==> src/rtl/gpio_regs.sv <==
// GPIO register file: pad data/tristate control, synchronised pin readback,
// per-pin edge-detect interrupts with sticky W1C status and a masked irq line.

// Per-pin input path: synchroniser chain, previous-value flop, edge filter.
module gpio_pin #(
  parameter int SYNC_STAGES = 2
) (
  input  logic clk,
  input  logic reset,
  input  logic pin,
  input  logic edge_sel,
  input  logic both_sel,
  input  logic det_en,
  output logic sync_val,
  output logic det
);
  logic [SYNC_STAGES-1:0] sync_q;
  logic                   prev_q;
  logic                   rise, fall;

  // Shift the raw pin through the synchroniser and keep one previous sample.
  always_ff @(posedge clk) begin
    if (!reset) begin
      sync_q <= '0;
      prev_q <= 1'b0;
    end else begin
      sync_q <= {sync_q[SYNC_STAGES-2:0], pin};
      prev_q <= sync_q[SYNC_STAGES-1];
    end
  end

  assign sync_val = sync_q[SYNC_STAGES-1];

  // Select which transition counts as an event; both-edge mode overrides edge_sel.
  always_comb begin
    rise = sync_val & ~prev_q;
    fall = ~sync_val & prev_q;
    det  = 1'b0;
    if (det_en) begin
      if (both_sel)      det = rise | fall;
      else if (edge_sel) det = fall;
      else               det = rise;
    end
  end
endmodule

module gpio_regs #(
  parameter int WIDTH       = 16,
  parameter int SYNC_STAGES = 2
) (
  input  logic             clk,
  input  logic             reset,
  input  logic [4:2]       addr,
  input  logic [3:0]       wben,
  input  logic             r_wn,
  input  logic [31:0]      wdata,
  input  logic [WIDTH-1:0] ro_gpio_pinstate,
  output logic [31:0]      rdata,
  output logic [WIDTH-1:0] rf_gpio_datareg,
  output logic [WIDTH-1:0] rf_gpio_tristate,
  output logic [WIDTH-1:0] rf_gpio_interrupt_mask,
  output logic             irq
);
  localparam logic [2:0] A_DATA   = 3'd0;
  localparam logic [2:0] A_TRI    = 3'd1;
  localparam logic [2:0] A_PIN    = 3'd2;
  localparam logic [2:0] A_MASK   = 3'd3;
  localparam logic [2:0] A_EDGE   = 3'd4;
  localparam logic [2:0] A_STATUS = 3'd5;
  localparam logic [2:0] A_BOTH   = 3'd6;
  localparam logic [2:0] A_CONFIG = 3'd7;

  logic [WIDTH-1:0] data_q, tri_q, mask_q, edge_q, both_q, status_q;
  logic [WIDTH-1:0] pin_sync, pin_det;
  logic [WIDTH-1:0] wbits, w1c;
  logic [31:0]      wmask32, rd_val;
  logic [2:0]       settle_q;
  logic             det_en, wr;
  logic             unused_bits;

  assign wr     = ~r_wn;
  assign det_en = (settle_q == 3'd0);

  // Byte enables expanded to a bit mask; only the low WIDTH bits reach registers.
  always_comb begin
    wmask32 = '0;
    for (int n = 0; n < 4; n++) wmask32[8*n +: 8] = {8{wben[n]}};
  end

  assign wbits       = wmask32[WIDTH-1:0];
  assign w1c         = (wr && addr == A_STATUS) ? (wdata[WIDTH-1:0] & wbits) : '0;
  assign unused_bits = ^{wdata, wmask32};

  function automatic logic [WIDTH-1:0] merge(input logic [WIDTH-1:0] old);
    return (old & ~wbits) | (wdata[WIDTH-1:0] & wbits);
  endfunction

  gpio_pin #(.SYNC_STAGES(SYNC_STAGES)) u_pin [WIDTH-1:0] (
    .clk      (clk),
    .reset    (reset),
    .pin      (ro_gpio_pinstate),
    .edge_sel (edge_q),
    .both_sel (both_q),
    .det_en   (det_en),
    .sync_val (pin_sync),
    .det      (pin_det)
  );

  // Settle counter holds off edge detection while the sync/prev flops fill after reset.
  always_ff @(posedge clk) begin
    if (!reset)               settle_q <= 3'(SYNC_STAGES + 1);
    else if (settle_q != 3'd0) settle_q <= settle_q - 3'd1;
  end

  // Control registers with byte-lane writes; status is sticky, set beats clear.
  always_ff @(posedge clk) begin
    if (!reset) begin
      data_q   <= '0;
      tri_q    <= '1;
      mask_q   <= '0;
      edge_q   <= '0;
      both_q   <= '0;
      status_q <= '0;
    end else begin
      if (wr && addr == A_DATA) data_q <= merge(data_q);
      if (wr && addr == A_TRI)  tri_q  <= merge(tri_q);
      if (wr && addr == A_MASK) mask_q <= merge(mask_q);
      if (wr && addr == A_EDGE) edge_q <= merge(edge_q);
      if (wr && addr == A_BOTH) both_q <= merge(both_q);
      status_q <= (status_q & ~w1c) | pin_det;
    end
  end

  // Read mux, zero-extended to the bus width.
  always_comb begin
    rd_val = '0;
    case (addr)
      A_DATA:   rd_val[WIDTH-1:0] = data_q;
      A_TRI:    rd_val[WIDTH-1:0] = tri_q;
      A_PIN:    rd_val[WIDTH-1:0] = pin_sync;
      A_MASK:   rd_val[WIDTH-1:0] = mask_q;
      A_EDGE:   rd_val[WIDTH-1:0] = edge_q;
      A_STATUS: rd_val[WIDTH-1:0] = status_q;
      A_BOTH:   rd_val[WIDTH-1:0] = both_q;
      A_CONFIG: rd_val = {16'h6710, 8'(SYNC_STAGES), 8'(WIDTH)};
      default:  rd_val = '0;
    endcase
  end

  // Registered read data (held during writes) and registered masked interrupt.
  always_ff @(posedge clk) begin
    if (!reset) begin
      rdata <= '0;
      irq   <= 1'b0;
    end else begin
      if (r_wn) rdata <= rd_val;
      irq <= |(status_q & mask_q);
    end
  end

  assign rf_gpio_datareg        = data_q;
  assign rf_gpio_tristate       = tri_q;
  assign rf_gpio_interrupt_mask = mask_q;
endmodule

==> config.mk <==
export PLATFORM = sky130hd
export DESIGN_NAME = gpio_regs
export DESIGN_NICKNAME = d
export VERILOG_FILES = /design/src/rtl/gpio_regs.sv
export SDC_FILE = /design/constraint.sdc
export NUM_CORES = 1
export LEC_CHECK = 0
export CORE_MARGIN = 5
export CORE_UTILIZATION = 30
export DETAILED_ROUTE_END_ITERATION = 16
export PLACE_DENSITY = 0.53
export SLEW_MARGIN = 20
export SYNTH_ARGS = -nofsm -noshare
export SYNTH_HDL_FRONTEND = slang
export SYNTH_SLANG_ARGS = --single-unit
export TNS_END_PERCENT = 20
==> constraint.sdc <==
create_clock -name clk -period 2 [get_ports clk]
set_clock_uncertainty 0.2 [all_clocks]
set_input_delay 0.4 -clock clk [delete_from_list [all_inputs] [get_ports clk]]
set_output_delay 0.4 -clock clk [all_outputs]
set_load 0.05 [all_outputs]
# [After elaboration in Yosys (flattened, before gate mapping)]
# Index checks and enable logic that the tools add are counted.
[word_totals] register_bits=180 latch_bits=0 mem_bits_rw=0 romBits=0 inputBits=58 wordCells=207 memories=0
[classes] add_sub_neg=1 multipliers=0 n_div=0 magnitude_cmp=0 eq_ne=7 shifts=0 mux=51 n_bitwise=97 reduce_logical=10
[ops] cell="AND 16 bit" n=8
[ops] cell="one-hot mux 16 bit (8 select lines)" n=1
[ops] cell="OR 16 bit" n=6
[ops] cell="2-to-1 mux 1 bit" n=48
[ops] cell="NOT 1 bit" n=33
[ops] cell="AND 1 bit" n=32
[ops] cell="NOT 16 bit" n=2
[ops] cell="2-to-1 mux 16 bit" n=1
[ops] cell="OR 1 bit" n=16
[ops] cell="OR reduction 16 bit" n=1
[ops] cell="2-to-1 mux 15 bit" n=1
[ops] cell="equality test 3 bit (second input constant)" n=4
[ops] cell="equality test 3 x 2 -> 1 bit (second input constant)" n=2
[ops] cell="logical AND 1 bit" n=6
[ops] cell="logical NOT 3 bit" n=2
[ops] cell="equality test 3 x 1 -> 1 bit (second input constant)" n=1
[ops] cell="nonzero test 3 bit" n=1
[ops] cell="subtractor 3 x 1 -> 3 bit (second input constant)" n=1

# [Longest topological paths before layout]
[depth] depth_word=6 depth_mapped=8

# [Modules after synthesis]
# A second synthesis with hierarchy kept.
[unflattened] cells_unflattened=859 hier_area_um2=7828.8
[by_module_without_submodules] module="gpio_regs" n_inst=1 cells_each=651 area_each_um2=5646.7
[by_module_without_submodules] module="gpio_pin" n_inst=16 cells_each=13 area_each_um2=136.4

# [Worst setup path after synthesis]
# Ideal clock, no wire load.
[synth_timing] path_type="input port to flip-flop" start="in addr[4] (netlist name)" end="reg with a tool-made name" setup_time_ns=0.117 t_arrival_ns=1.490 required_ns=1.683 path_slack_ns=0.193 stages=7 n_path_buf=3 cell_sequence="buf_6 > or3_1 > buf_6 > or2_1 > buf_2 > nand2_1 > a21boi_1"
[synth_lines] element="start, declared" line="53" source="input logic [4:2] addr,"

# [Final worst setup path]
[layout_timing] start="in addr[2] (netlist name)" end="reg rdata[13]"
[layout_via] elab_chain_cells=2 elab_cells_between_ends=9
[layout_rtl] element="equality test 3 bit, or another cell as far along" line="137" source="case (addr)"
[layout_rtl] element="one-hot mux 16 bit (8 select lines) *" line="137"
[layout_rtl] element="end signal, assigned" line="156" source="if (r_wn) rdata <= rd_val;"
[layout_rtl] element="end, declared" line="58" source="output logic [31:0] rdata,"
# Every way passes the cells marked *; elsewhere a longest branch is shown, timed or not.
# A chain may end at the register's enable or synchronous reset.

==> results.toml <==
[outcome]
status = "finished, final reports clean"

[clock_network]
ctsHoldBuffers = 0
clk_path_buf_depth = 2
cts_tree = "done"
post_cts_resized = 0
clock_sinks = 165
root_buffer = "clkbuf_16"
numCtsBuffers = 17
clk_pin_slew_ns = 0.07
h-tree-depth = 4
clock_latency_ns = 0.43
post_cts_buffers = 0

[setup_path]
worstPathArrival_ns = 2.02
reg2reg_depth = 4
reg2reg_slack_ns = 0.33
cp_num_cells = 8
startpoint_type = "primary input"
r2r-end = "irq$_SDFF_PN0_"
cp.required_ns = 2.11
cpLargestDelayFamily = "buffers and inverters"
path_cells = "clkdlybuf4s50_1 > buf_4 > nand3b_1 > buf_4 > o21ai_0 > a211oi_2 > buf_4 > a211oi_1"
cp_slowest_cell = "clkdlybuf4s50_1"
worstPathMaxFanout = 14
path_common_cell = "buf_4"
worstSetupPathType = "in -> reg"
crit_buf_inv = 4
crit_path_max_incr_delay_ns = 0.51
endpoint_kind = "register"

[floorplan]
die-area_um2 = 29110
core_um2 = 25330
floorplan.initialDensity_pct = 30.56
die_w_um = 170.6
die_h_um = 170.6
io_pins = 139
fp-row-count = 58

[cells_and_area]
drive_gt1_share_pct = 18.80
syn_to_final_growth_pct = 28.74
final_common_cell = "dfxtp_1"
fin_nets = 1079
finalCoreUtilization_pct = 39.34
final_cell_mix = "dfxtp_1, buf_4, nand2_1"
antenna_cells = 0
fillCellCount = 2595

[logic_synthesis]
yosysSeqAreaShare_pct = 42.68
yosysTopAreaCellShare_pct = 42.68
yosysWarningCount = 0
synthArstFlopShare_pct = 0
syn_avg_cell_area_um2 = 9.127
synth_area_leaders = "dfxtp_1, mux2i_1, ha_1, a211oi_1, a21boi_0"
synth-edff-count = 0
syn_inst = 848
syn-cell-area_um2 = 7740
yosys.area.top_type = "dfxtp_1"
synthDistinctLibCells = 50
ys.flop_type = "dfxtp_1"
ys_ff_latch = 165

[route]
ant_nets = 0
drc = 0
routed_wl_mm = 22.85
m1WireLength_mm = 11.74
vias = 6338
top_layer = "met4"
met2_length_mm = 9.471
via_per_inst = 4.765
drt_iter0_markers = 460
drtPass1Iterations = 5
wl_met3_mm = 1.138
wl_per_cell_um = 17.18

[pwr]
peakVddDrop_mv = 0.5643
leakage_uw = 0.003944
cellPowerDensity_nw_per_um2 = 784.6
power_uw = 7818

[sta]
setup_viol = 0
fin_crit_sh_pct = 95.49
rsz0062_at_grt = "false"
hold_viol_final = 0
setup_slack_ns = 0.09022
tns_ns = 0
slew_viol_final = 0
clock.fmax_mhz = 523.6
period_needed_ns = 1.910
hold_ws_ns = 0.05871

[hold_path]
min-delay-start = "reset"
hold_path_depth = 2
hold_class = "in -> reg"

[grt]
grt_antenna_before_repair = 0
first_global_vias = 5873
grt_use_total_pct = 15.47
grt_first_pass_wirelength_mm = 34.94
grt_max_degree = 82
grt-ovfl-total = 0

[placed_design]
hpwl_mm = 16.83
place_ws_ns = -0.4300
place_congestion = 0.8534
port_buffers = 110

[flow_run]
drv_cap = 0
## synthesized netlist by cell type (all sizes together), types with 3 or more instances
cell type  number
nand2          91
a221o           3
o21ai          54
or3             3
buf            42
and3            4
nor2b          39
nand3b          5
o2bb2ai         7
inv            44
mux2i          48
dfxtp         165
a221oi         12
ha             34
o21a           17
nor2           29
a32oi           4
and2           48
nand2b         15
a211oi         48
nand4           4
nand3           4
a21oi          10
clkbuf         28
a21boi         64
a22oi           4
## worst max-delay path by stage
stage	to	startpoint
floorplan	register	addr[4]
global placement	rdata[13]$_SDFFE_PN0P_	addr[4]
detailed placement	rdata[13]$_SDFFE_PN0P_	addr[2]
CTS	rdata[13]$_SDFFE_PN0P_	addr[2]
global route	rdata[4]$_SDFFE_PN0P_	addr[2]
finish	rdata[13]$_SDFFE_PN0P_	addr[2]
## final cells by class
cell class                 instances  area [um2]  share of cell area [%]
timing repair buffer             181        1515                   15.21
inverter                          44       165.2                   1.657
tap                              330       412.9                   4.144
clock buffer                      21       450.4                   4.520
multi-input combinational        578        3968                   39.82
sequential                       165        3303                   33.15
clock inverter                    11       150.1                   1.507
## metrics by stage
step | std cells | cell area [um2]
after floorplan | 857 | 7774
after global placement | 1298 | 9326
after detailed placement | 1298 | 9326
after CTS | 1330 | 9927
after global routing | 1330 | 9965
final | 1330 | 9965
## layer usage
layer / track usage (%) / vias to the layer above
li1: - / 3196
met2: 22.21 / 157
met4: 5.243 / 0
met1: 23.26 / 2962
met5: 0 / -
met3: 2.726 / 23
## cell families after synthesis
kind of cell    count (synthesis)  share of synthesized area (%)
fa+ha+maj                      34                          5.496
xor+xnor                        1                         0.1132
compound gates                236                          21.48
buf+inv                       114                          6.935
other cells                     1                        0.04845
mux                            49                          6.499
flops                         165                          42.68
simple gates                  248                          16.75
## power breakdown
| part | total, uW | internal, uW | switching (uW) |
|---|---|---|---|
| sequential | 3460 | 3390 | 72.0 |
| clock | 3410 | 2010 | 1400 |
| combinational | 950 | 385 | 565 |
| total | 7820 | 5780 | 2040 |
Note: power is estimated with default switching activity, not from simulation.
